[config.mk]
export PLATFORM = sky130hd
export DESIGN_NAME = if_fetch_ctrl
export DESIGN_NICKNAME = d
export VERILOG_FILES = /design/src/rtl/if_fetch_ctrl.sv
export SDC_FILE = /design/constraint.sdc
export NUM_CORES = 1
export LEC_CHECK = 0
export BUFFER_PORTS_ARGS = -buffer_cell sky130_fd_sc_hd__buf_4
export CAP_MARGIN = 40
export CORE_MARGIN = 2
export CORE_UTILIZATION = 56
export DETAILED_ROUTE_END_ITERATION = 10
export GPL_ROUTABILITY_DRIVEN = 1
export PLACE_DENSITY = 0.91
export SLEW_MARGIN = 20
export SYNTH_ARGS = -nofsm -noshare
export SYNTH_HDL_FRONTEND = slang
export SYNTH_SLANG_ARGS = --single-unit
export TNS_END_PERCENT = 30
[constraint.sdc]
create_clock -name clk -period 3.53 [get_ports clk]
set_input_delay 0.1765 -clock clk [delete_from_list [all_inputs] [get_ports clk]]
set_output_delay 0.1765 -clock clk [all_outputs]
set_load 0.01 [all_outputs]
[src/rtl/if_fetch_ctrl.sv]
`default_nettype none
// ============================================================================
// Module   : if_fetch_ctrl
// Brief    : Instruction-fetch sequencer. Owns the PC, runs the instruction
//            memory req/ack handshake and buffers fetched words for decode
//            in a two-entry queue (head + skid). Handles stall, branch
//            redirect (head kept as delay slot) and exception flush.
// Revision : 1.0 - initial release
// ============================================================================
module if_fetch_ctrl #(
    parameter int                ADDR_W   = 32,
    parameter int                DATA_W   = 32,
    parameter logic [ADDR_W-1:0] RESET_PC = '0,
    parameter int                PC_STEP  = 4
) (
    input  logic              clk,
    input  logic              rst,
    input  logic              stall_i,
    input  logic              branch_flag_i,
    input  logic [ADDR_W-1:0] branch_target_i,
    input  logic              flush_i,
    input  logic [ADDR_W-1:0] new_pc_i,
    output logic              ce,
    output logic [ADDR_W-1:0] pc,
    output logic              mem_req,
    output logic [ADDR_W-1:0] mem_addr,
    input  logic              mem_ack,
    input  logic [DATA_W-1:0] mem_rdata,
    output logic              if_valid,
    output logic [DATA_W-1:0] if_inst,
    output logic [ADDR_W-1:0] if_pc
);

    typedef enum logic [1:0] {
        S_IDLE    = 2'd0,
        S_REQ     = 2'd1,
        S_DISCARD = 2'd2
    } state_t;

    state_t            r_state;
    logic              r_ce;
    logic [ADDR_W-1:0] r_pc;
    logic              r_mem_req;
    logic [ADDR_W-1:0] r_mem_addr;
    logic              r_if_valid;
    logic [DATA_W-1:0] r_if_inst;
    logic [ADDR_W-1:0] r_if_pc;
    logic              r_skid_v;
    logic [DATA_W-1:0] r_skid_inst;
    logic [ADDR_W-1:0] r_skid_pc;

    logic              w_consume;
    logic              w_redirect;
    logic [ADDR_W-1:0] w_target;
    logic              w_take;
    logic [ADDR_W-1:0] w_next_pc;
    logic              w_credit;
    logic              w_head_v;
    logic [DATA_W-1:0] w_head_inst;
    logic [ADDR_W-1:0] w_head_pc;
    logic              w_skid_v;
    logic [DATA_W-1:0] w_skid_inst;
    logic [ADDR_W-1:0] w_skid_pc;

    assign w_consume  = r_if_valid & ~stall_i;
    assign w_redirect = flush_i | branch_flag_i;
    // Flush beats branch; targets are forced word-aligned.
    assign w_target   = (flush_i ? new_pc_i : branch_target_i) & ~ADDR_W'(3);
    // An acked word is only kept when no redirect lands in the same cycle.
    assign w_take     = (r_state == S_REQ) & r_mem_req & mem_ack & ~w_redirect;
    assign w_next_pc  = w_redirect ? w_target :
                        (w_take ? (r_pc + ADDR_W'(PC_STEP)) : r_pc);
    // One more request may be outstanding only if the queue will not be full.
    assign w_credit   = ~(w_head_v & w_skid_v);

    // Next queue contents: consume/shift, enqueue, and redirect drops.
    always_comb begin
        w_head_v    = r_if_valid;
        w_head_inst = r_if_inst;
        w_head_pc   = r_if_pc;
        w_skid_v    = r_skid_v;
        w_skid_inst = r_skid_inst;
        w_skid_pc   = r_skid_pc;
        if (flush_i) begin
            w_head_v = 1'b0;
            w_skid_v = 1'b0;
        end else if (branch_flag_i) begin
            w_skid_v = 1'b0;
            if (w_consume) begin
                w_head_v = 1'b0;
            end
        end else begin
            if (w_consume) begin
                w_head_v    = r_skid_v;
                w_head_inst = r_skid_inst;
                w_head_pc   = r_skid_pc;
                w_skid_v    = 1'b0;
            end
            if (w_take) begin
                if (!w_head_v) begin
                    w_head_v    = 1'b1;
                    w_head_inst = mem_rdata;
                    w_head_pc   = r_mem_addr;
                end else begin
                    w_skid_v    = 1'b1;
                    w_skid_inst = mem_rdata;
                    w_skid_pc   = r_mem_addr;
                end
            end
        end
    end

    // Fetch FSM, PC and queue registers; all outputs are registered here.
    always_ff @(posedge clk) begin
        if (rst) begin
            r_state     <= S_IDLE;
            r_ce        <= 1'b0;
            r_pc        <= RESET_PC;
            r_mem_req   <= 1'b0;
            r_mem_addr  <= '0;
            r_if_valid  <= 1'b0;
            r_if_inst   <= '0;
            r_if_pc     <= '0;
            r_skid_v    <= 1'b0;
            r_skid_inst <= '0;
            r_skid_pc   <= '0;
        end else begin
            r_ce        <= 1'b1;
            r_pc        <= w_next_pc;
            r_if_valid  <= w_head_v;
            r_if_inst   <= w_head_inst;
            r_if_pc     <= w_head_pc;
            r_skid_v    <= w_skid_v;
            r_skid_inst <= w_skid_inst;
            r_skid_pc   <= w_skid_pc;
            case (r_state)
                S_IDLE: begin
                    if (r_ce && w_credit) begin
                        r_state    <= S_REQ;
                        r_mem_req  <= 1'b1;
                        r_mem_addr <= w_next_pc;
                    end
                end
                S_REQ: begin
                    if (!mem_ack) begin
                        // Request stays on the bus; its word is dead if redirected.
                        if (w_redirect) begin
                            r_state <= S_DISCARD;
                        end
                    end else if (w_credit) begin
                        r_mem_addr <= w_next_pc;
                    end else begin
                        r_state   <= S_IDLE;
                        r_mem_req <= 1'b0;
                    end
                end
                S_DISCARD: begin
                    if (mem_ack) begin
                        if (w_credit) begin
                            r_state    <= S_REQ;
                            r_mem_addr <= w_next_pc;
                        end else begin
                            r_state   <= S_IDLE;
                            r_mem_req <= 1'b0;
                        end
                    end
                end
                default: begin
                    r_state   <= S_IDLE;
                    r_mem_req <= 1'b0;
                end
            endcase
        end
    end

    assign ce       = r_ce;
    assign pc       = r_pc;
    assign mem_req  = r_mem_req;
    assign mem_addr = r_mem_addr;
    assign if_valid = r_if_valid;
    assign if_inst  = r_if_inst;
    assign if_pc    = r_if_pc;

endmodule
`default_nettype wire
After elaboration in Yosys (flattened, before gate mapping)
Index checks and enable logic that the tools add are counted.

Bits in registers: 198. Word-level logic and storage cells: 78. Input bits: 102. Output and inout bits: 131.

Mux-type cells: 37. Add/sub/neg operators: 1. Eq/ne operators: 9. Reduce and logical (&&, ||, !) cells: 9. Bitwise logic cells: 11.

Operator list (count): $mux W32 (12); $pmux W32 S2 (1); $add A32 B3 Y32 const B (1); $mux W1 (17); $reduce_and A4 Y1 (3); $mux W2 (5); $ne A2 B2 Y1 const B (3); $pmux W2 S3 (1); $and A1 B1 Y1 (5); $not A1 Y1 (5); $ne A2 B1 Y1 const B (2); $ne A3 B2 Y1 const B (1); $ne A3 B3 Y1 const B (1); $reduce_and A3 Y1 (1); $eq A2 B1 Y1 const B (1); $eq A2 B2 Y1 const B (1); $logic_not A2 Y1 (1); $pmux W1 S2 (1); $reduce_and A2 Y1 (1); $reduce_bool A2 Y1 (1); $reduce_or A2 Y1 (1); $logic_and A1 B1 Y1 (1); $or A1 B1 Y1 (1).

Logic depth before layout (Yosys ltp)
Gate-level depths: netlist of the first run.

Word-level depth: 14. Depth in mapped cells: 10.

Least setup slack after synthesis of the first run
Ideal clock, no wire load.

Path kind: register to register. Start: register r_state[1]. End: register r_mem_addr[31] (netlist: mem_addr[31]). Data required time: 3.406 ns. Stages on the path, launching flop included: 10. Setup slack: 1.352 ns. Path buffers: 1. Data arrival time: 2.053 ns. Path through: dfxtp_1 -> inv_1 -> ha_1 -> and3_1 -> buf_2 -> nand3_1 -> nor4_1 -> mux2_1 -> o21ai_1 -> o22ai_1.

Longest elaborated chain between the ends: 12. Elaborated cells between the ends (all ways): 27. Classes of those cells: eq/ne: 5; mux: 12; bitwise: 5; reduce/logical: 5.

Ends and longest elaborated chain: from (decl) (line 40) `state_t r_state;`; from (signal assigned) (line 116) `r_state <= S_IDLE;`; from (signal assigned) (line 139) `r_state <= S_REQ;`; from (signal assigned) (line 148) `r_state <= S_DISCARD;`; $eq A2 B1 Y1 (line 70, 136); $and A1 B1 Y1 (3 in series) (line 70) `assign w_take = (r_state == S_REQ) & r_mem_req & mem_ack & ~w_redirect;`; $mux W1 (line 99) `if (w_take) begin`; $mux W1 (line 87) `end else if (branch_flag_i) begin`; $mux W1 (line 84) `if (flush_i) begin`; $and A1 B1 Y1 (line 74) `assign w_credit = ~(w_head_v & w_skid_v);`; $not A1 Y1 (line 74); $logic_and A1 B1 Y1 (line 138) `if (r_ce && w_credit) begin`; $ne A2 B2 Y1 (no line); $reduce_and A4 Y1 (no line); to (signal assigned) (line 141) `r_mem_addr <= w_next_pc;`; to (signal assigned) (line 151) `r_mem_addr <= w_next_pc;`; to (signal assigned) (line 161) `r_mem_addr <= w_next_pc;`; to (decl) (line 44) `logic [ADDR_W-1:0] r_mem_addr;`.

Parallel ways exist; a longest one is shown, timed or not. The select of a mux whose other input is x is not followed. A chain may end at the register's enable or synchronous reset.

Worst setup path in the final report of the first run
Start: register r_state[1]. End: register r_mem_addr[8] (netlist: mem_addr[8]).

Same word-level chain as after synthesis.

==> results of run 1 <==
[worst max path at each step]
stage / from / to / slack, ps / depth (start not counted)
finish: r_state[1] / mem_addr[8] / 830 / 9
global route: r_state[1] / mem_addr[8] / 580 / 9
CTS: r_state[1] / mem_addr[8] / 870 / 9
detailed placement: r_state[1] / mem_addr[8] / 910 / 9
global placement: r_state[1] / mem_addr[28] / 1030 / 9
floorplan: r_state[1] / mem_addr[31] / 1350 / 9
[flip-flops by register name, summed over array words and instances, names as in the netlist, 2 cells and up]
signal       cells
if_inst         32
pc              32
r_skid_inst     32
r_skid_pc       32
mem_addr        32
r_state          2
if_pc           32
[area by class of cell]
cell class / instances / area, um^2 / area share (%)
clock buffers: 23 / 488 / 4.41
flip-flops and latches: 198 / 3960 / 35.8
inverters: 8 / 30.0 / 0.271
multi-input cells: 749 / 4270 / 38.6
well taps: 188 / 235 / 2.13
clock inverters: 8 / 97.6 / 0.882
repair buffers: 255 / 1980 / 17.9
[cell usage in the layout (no fill, tap or decap), types with 7 or more instances in the layout]
| cell type | instances |
|---|---|
| xnor2_1 | 15 |
| o21ai_0 | 58 |
| dfxtp_1 | 198 |
| and3_1 | 13 |
| or3_1 | 65 |
| nand2_1 | 168 |
| a222oi_1 | 7 |
| o22ai_1 | 13 |
| mux2i_1 | 7 |
| buf_4 | 238 |
| xor2_1 | 9 |
| a211oi_1 | 78 |
| nand3_1 | 17 |
| o21ai_1 | 15 |
| a21o_1 | 12 |
| dlygate4sd3_1 | 14 |
| nor3_1 | 9 |
| clkbuf_16 | 17 |
| nor2_1 | 107 |
| a21oi_1 | 80 |
[worst reg2reg max path: stages (launching register included)]
cell and delay, ps:
dfxtp_1 370, inv_1 100, ha_1 250, nand3_1 180, maj3_1 210, nand2b_1 210, and2_1 550, buf_4 410
nor2_1 90, a211oi_1 240
[layer usage]
layer	GRT usage (%)	routed length [um]	vias to the layer above	part of all wire, %
li1	-	-	4053	-
met3	5.51	2040	77	7.9
met2	48.7	12000	440	46
met1	40.9	10800	4064	42
met5	0	0	-	0
met4	14.5	1050	0	4.0
[synth_stat cells (4+ instances only)]
master and count:
dfxtp_1 198, nand2_1 168, nor2_1 108, a21oi_1 80
a211oi_1 78, or3_1 65, clkbuf_1 64, o21ai_0 58
nand3_1 18, buf_2 16, o21ai_1 15, xnor2_1 15
and3_1 14, o22ai_1 13, a21o_1 12, nor3_1 9
xor2_1 9, a222oi_1 7, mux2i_1 7, and4_1 5
buf_1 5, ha_1 5, inv_1 5, nor4_2 5
nand2b_1 4, nand4_1 4, nand4_4 4, o211ai_1 4
o21a_1 4
[cell families (layout without fill, tap and decap cells)]
logic type               Yosys count  in the layout  synth area share (%)
multiplexers                       9              9                  1.07
AND/OR/NAND/NOR                  420            420                  23.6
buffers and inverters             96            294                  4.63
AO/OA/AOI/OAI                    290            290                  21.4
flip-flops                       198            198                  46.0
XOR/XNOR                          24             24                  2.44
adder cells (fa/ha/maj)            6              6                 0.842
[power groups by stage]
stage          combinational (W)  clock (W)  sequential [W]
6_report                 0.00119    0.00193         0.00269
5_1_grt                  0.00128    0.00203         0.00271
4_1_cts                  0.00117    0.00194         0.00268
3_5_place_dp             0.00116          0         0.00273
3_3_place_gp             0.00112          0         0.00272
2_1_floorplan           0.000573          0         0.00272
[metrics by stage]
step | instance area (um^2) | setup slack, ps | utilization, % | power, W | hold WS, ps
after detailed placement | 10300 | 906 | 68.4 | 0.00388 | 441
after CTS | 11000 | 868 | 73.2 | 0.00579 | 0.213
after floorplan | 8620 | 1350 | - | 0.00329 | 312
after global placement | 10300 | 1030 | 68.4 | 0.00384 | 434
after global routing | 11100 | 583 | 73.3 | 0.00602 | 4.27
final | 11100 | 831 | 73.3 | 0.00581 | 9.10
==> run metrics, run 1 <==
Hold Crit Depth=3; worst skew pair latency=430 ps; Worst Path Max Fanout=31; Slowest cell on crit path=and2_1; worst clock skew=6.26 ps; Die Width=128 um; Final setup viols=0; Avg Inst Size Synth=8.26 um^2; DR DRC count=0; Buf/Inv on CP=2; WS Path Type=reg2reg; Resized cells post-CTS=0; Yosys top cell by area=dfxtp_1; syn nets=1150; routed len/inst=18.1 um; leakage=4.31 nW; Worst Max-Slew Pin Slew=733 ps; initial antenna violation count=0; final hold violation count=0; Cell Rows=45; Hold WC Path Type=in2reg; combinational share of power=20.4%; RSZ-0062 raised after global routing=false; ratio of cells with drive above 1 in the final layout=23.9%; capturing point of the worst reg2reg path=mem_addr[8]; area delta synth->final=28.4%; worst IR drop on VDD=0.000352 V; status=finished, final reports clean; DR iter-0 viols=1109; worst reg-to-reg setup slack=830 ps; CP cell instances=inv_1 -> ha_1 -> nand3_1 -> maj3_1 -> nand2b_1 -> and2_1 -> buf_4 -> nor2_1 -> a211oi_1; Worst setup SP type=register; end of the worst hold path=r_skid_inst[29]; Die ar.=16400 um^2; sequential element share of the synthesized area=46.0%; vias in the first global route=7928; CP max stage delay=550 ps; CTS tree=done; Avg Vias per Cell=6.04; drt pass-1 iters=6; total core area=15100 um^2; CP top delay family=simple AND/OR/NAND/NOR gates; Final Slew Violations=0; Worst Path Required=3860 ps; Syn Inst Count=1043; setup TNS=0 ps; Port Buffers=228; Switch Pwr=0.00174 W; Routed Antenna Nets=0; Clk network pwr share=33.2%; switching share of power=29.9%; routability cong.=0.925; Fill cells=1117; unique cell type count in the Yosys netlist=56; DIE HEIGHT=128 um; min Tclk post-route=2700 ps; Ys Warns=0; CTS Sinks=198; Root Driver=clkbuf_16; All-Layer GR Usage=30.7%; MaxCap Viol Count=0; Slew HR=51.1%; crit end category=register; ys async rst share=0%; Pint=0.00407 W; Layout Cells excl Fill=1429; nets=1336; area share of the leading cell type in the synthesized netlist=46.0%; HP Start=mem_rdata[29]; final worst-path cycle share=76.5%; main flop type after synthesis=dfxtp_1; Mapped Area=8620 um^2; r2r worst-path depth=9; CTS Hold Bufs=14; Cell Pwr Density=525 nW/um^2; number of synthesized flops with an enable pin=0; Num CTS Buffers=17; largest net degree at the start of global routing=93; Post-CTS Setup Repair Bufs=0; dpl cells=1383; vias post-DR=8634; Seq pwr share=46.3%; DP HPWL=16.9 mm; worst r2r src=r_state[1]; io pins=233; global-route wire length before repair=40.1 mm; f_max=370 MHz; htree depth=4; Clk pin slew, worst setup/hold paths=70 ps; WP data arrival=3030 ps; Max Buffers Root-to-Sink=2; Seq cells post-synth=198; ANT cells=0; Final Routed Wirelength=25.9 mm; top cells by area, synth=dfxtp_1 (46%), nand2_1 (7.3%), a211oi_1 (6.8%); grt total ovfl=0; Initial Utilization=57.1%
Power figures use the tool's default switching activity.
==> run 2, diff against run 1 <==
--- a/config.mk
+++ b/config.mk
@@ -5,13 +5,14 @@
 export SDC_FILE = /design/constraint.sdc
 export NUM_CORES = 1
 export LEC_CHECK = 0
+export ABC_AREA = 1
 export BUFFER_PORTS_ARGS = -buffer_cell sky130_fd_sc_hd__buf_4
 export CAP_MARGIN = 40
 export CORE_MARGIN = 2
-export CORE_UTILIZATION = 56
+export CORE_UTILIZATION = 53
 export DETAILED_ROUTE_END_ITERATION = 10
 export GPL_ROUTABILITY_DRIVEN = 1
-export PLACE_DENSITY = 0.91
+export PLACE_DENSITY = 0.87
 export SLEW_MARGIN = 20
 export SYNTH_ARGS = -nofsm -noshare
 export SYNTH_HDL_FRONTEND = slang
==> constraint.sdc (replaced) <==
create_clock -name clk -period 2.7 [get_ports clk]
set_input_delay 0.135 -clock clk [delete_from_list [all_inputs] [get_ports clk]]
set_output_delay 0.135 -clock clk [all_outputs]
set_load 0.01 [all_outputs]
==> run 2 against run 1 <==
  * Total power increased by 29%
  * Register-to-register slack lost 520 ps
  * Count of clock-buffer cells in the layout is 4 lower
  * Final area grew 5.1%
  * Hold slack gained 30 ps
  * Clock skew rose by 4.2 ps
  * First-iteration DRC count decreased by 16%
  * Via count increased by 11%
  * Critical endpoint is now if_inst[23]
==> run metrics, run 2 <==
worst IR drop on VDD=0.000509 V (was 0.000352 V); Mapped Area=8910 um^2 (was 8620 um^2); total core area=16500 um^2 (was 15100 um^2); DR DRC count=0 (unchanged); io pins=233 (unchanged); Max Buffers Root-to-Sink=2 (unchanged); Final Cell Area=11600 um^2 (was 11100 um^2); unique cell type count in the Yosys netlist=36 (was 56); status=finished, final reports clean (unchanged); Final Slew Violations=0 (unchanged); Routed Antenna Nets=0 (unchanged); worst clock skew=10.4 ps (was 6.26 ps); area share of the leading cell type in the synthesized netlist=44.5% (was 46.0%); number of synthesized flops with an enable pin=0 (unchanged); min Tclk post-route=2390 ps (was 2700 ps); vias in the first global route=8570 (was 7928); Yosys top cell by area=dfxtp_1 (unchanged); Die Width=134 um (was 128 um); WP data arrival=2740 ps (was 3030 ps); worst skew pair latency=430 ps (about the same); Final setup viols=0 (unchanged); Ys Warns=0 (unchanged); crit end category=register (unchanged); Clk pin slew, worst setup/hold paths=70 ps (about the same); grt total ovfl=0 (unchanged); Num CTS Buffers=17 (unchanged); Worst Path Max Fanout=62 (was 31); Cell Rows=47 (was 45); routability cong.=0.950 (was 0.925); most frequent cells after synthesis=nand2_1 (219), o21ai_0 (216), nor2_1 (212) (was dfxtp_1 (198), nand2_1 (168), nor2_1 (108)); DR iter-0 viols=934 (was 1109); htree depth=4 (unchanged); Seq cells post-synth=198 (unchanged); Hold WS=39.5 ps (was 9.10 ps); RSZ-0062 raised after global routing=false (unchanged); Root Driver=clkbuf_16 (unchanged); commonest non-fill, non-tap cell in the layout=buf_4 (unchanged); Avg Vias per Cell=5.58 (was 6.04); MaxCap Viol Count=0 (unchanged); Slew HR=52.0% (was 51.1%); Layout Cells excl Fill=1712 (was 1429); most frequent cells in the layout=buf_4 (240), nand2_1 (218), o21ai_0 (216), nor2_1 (212), dfxtp_1 (198) (was buf_4 (238), dfxtp_1 (198), nand2_1 (168), nor2_1 (107), a21oi_1 (80)); Initial Utilization=53.9% (was 57.1%); Cell Pwr Density=644 nW/um^2 (was 525 nW/um^2); ANT cells=0 (unchanged); final hold violation count=0 (unchanged); dpl cells=1648 (was 1383); CTS Sinks=198 (unchanged); setup TNS=0 ps (unchanged); Final Routed Wirelength=27.5 mm (was 25.9 mm); f_max=418 MHz (was 370 MHz); Worst Path Required=3050 ps (was 3860 ps); syn nets=1375 (was 1150); Final Util=70.4% (was 73.3%); largest net degree at the start of global routing=64 (was 93); vias post-DR=9550 (was 8634); CTS tree=done (unchanged); Port Buffers=228 (unchanged); Syn Inst Count=1268 (was 1043); sequential element share of the synthesized area=44.5% (was 46.0%); final worst-path cycle share=88.6% (was 76.5%); DP HPWL=18.0 mm (was 16.9 mm); Die ar.=17900 um^2 (was 16400 um^2); DIE HEIGHT=134 um (was 128 um); WS Path Type=reg2reg (unchanged); routed len/inst=16.1 um (was 18.1 um); drt pass-1 iters=5 (was 6); Resized cells post-CTS=0 (unchanged); Fill cells=1340 (was 1117); nets=1586 (was 1336); global-route wire length before repair=43.9 mm (was 40.1 mm); dpl cell area=10700 um^2 (was 10300 um^2); leakage=5.12 nW (was 4.31 nW); Worst Max-Slew Pin Slew=720 ps (was 733 ps); area delta synth->final=30.6% (was 28.4%); most common cell in the netlist=nand2_1 (was dfxtp_1); ratio of cells with drive above 1 in the final layout=20.6% (was 23.9%); ys async rst share=0% (unchanged); Avg Inst Size Synth=7.02 um^2 (was 8.26 um^2); main flop type after synthesis=dfxtp_1 (unchanged); All-Layer GR Usage=30.5% (was 30.7%); Worst setup SP type=register (unchanged); initial antenna violation count=0 (unchanged); Hold WC Path Type=in2reg (unchanged); top cells by area, synth=dfxtp_1 (45%), o21ai_0 (12%), nand2_1 (9.2%) (was dfxtp_1 (46%), nand2_1 (7.3%), a211oi_1 (6.8%))
==> run 2: cell types whose count changed after synthesis, sizes merged, moves of 36 or more <==
cell,before,now
nand2,168,229
nand3,18,54
a31oi,1,63
nor2,110,218
a211oi,81,0
o21ai,73,230
inv,8,81
or3,65,0
==> run 2: power by group <==
part	leakage [nW]	internal, W	switching [W]
clock	0.300	0.00148	0.00115
combinational	3.21	0.000636	0.000857
sequential	1.61	0.00313	0.000249
total	5.12	0.00524	0.00225
==> run 2: per-stage QoR <==
step | setup slack (ps) | power (W)
floorplan | 824 | 0.00420
global placement | 477 | 0.00484
detailed placement | 399 | 0.00487
CTS | 369 | 0.00749
global route | 128 | 0.00780
finish | 309 | 0.00749
==> run 2: path summary, 6_finish.rpt <==
path / startpoint / endpoint / cells past startpoint / slack, ps
min reg2reg: pc[0] / pc[0] / 2 / 480
min: branch_target_i[12] / pc[12] / 3 / 40
max reg2reg: r_state[1] / if_inst[23] / 10 / 310
max: r_state[1] / if_inst[23] / 10 / 310
==> run 2: what timing repair did <==
item                                   in CTS  in global routing
setup buffers                               0                  0
hold buffers                               32                  0
endpoints found under the hold margin      61                  0
==> run 2: worst max-delay path, stage by stage, from the launching register on <==
cell     delay [ps]
dfxtp_1         370
inv_1            80
ha_1            240
nand3_4         180
inv_2           100
nand2_2         130
nor2_4           50
inv_2           110
buf_4           470
o21ai_0         290
a31oi_1         260
==> run 2: layout make-up <==
type | count | area, um^2 | share of cell area, %
multi-input combinational | 904 | 4270 | 36.7
sequential | 198 | 3960 | 34.1
clock buffer | 19 | 433 | 3.72
clock inverter | 13 | 171 | 1.47
tap | 220 | 275 | 2.37
timing repair buffer | 276 | 2200 | 18.9
inverter | 82 | 312 | 2.68
==> run 2: kinds of logic after synthesis <==
group | share of synthesized area [%]
buf+inv | 7.61
fa+ha+maj | 0.702
flops | 44.5
simple gates | 24.8
xor+xnor | 0.295
compound gates | 22.1
==> run 2: metal layers <==
| layer | routed length [um] | vias up | track usage [%] |
|---|---|---|---|
| met5 | 0 | - | 0 |
| met4 | 848 | 0 | 12.6 |
| met3 | 2240 | 68 | 5.02 |
| met2 | 12800 | 484 | 48.2 |
| met1 | 11600 | 4353 | 41.7 |
| li1 | - | 4645 | - |
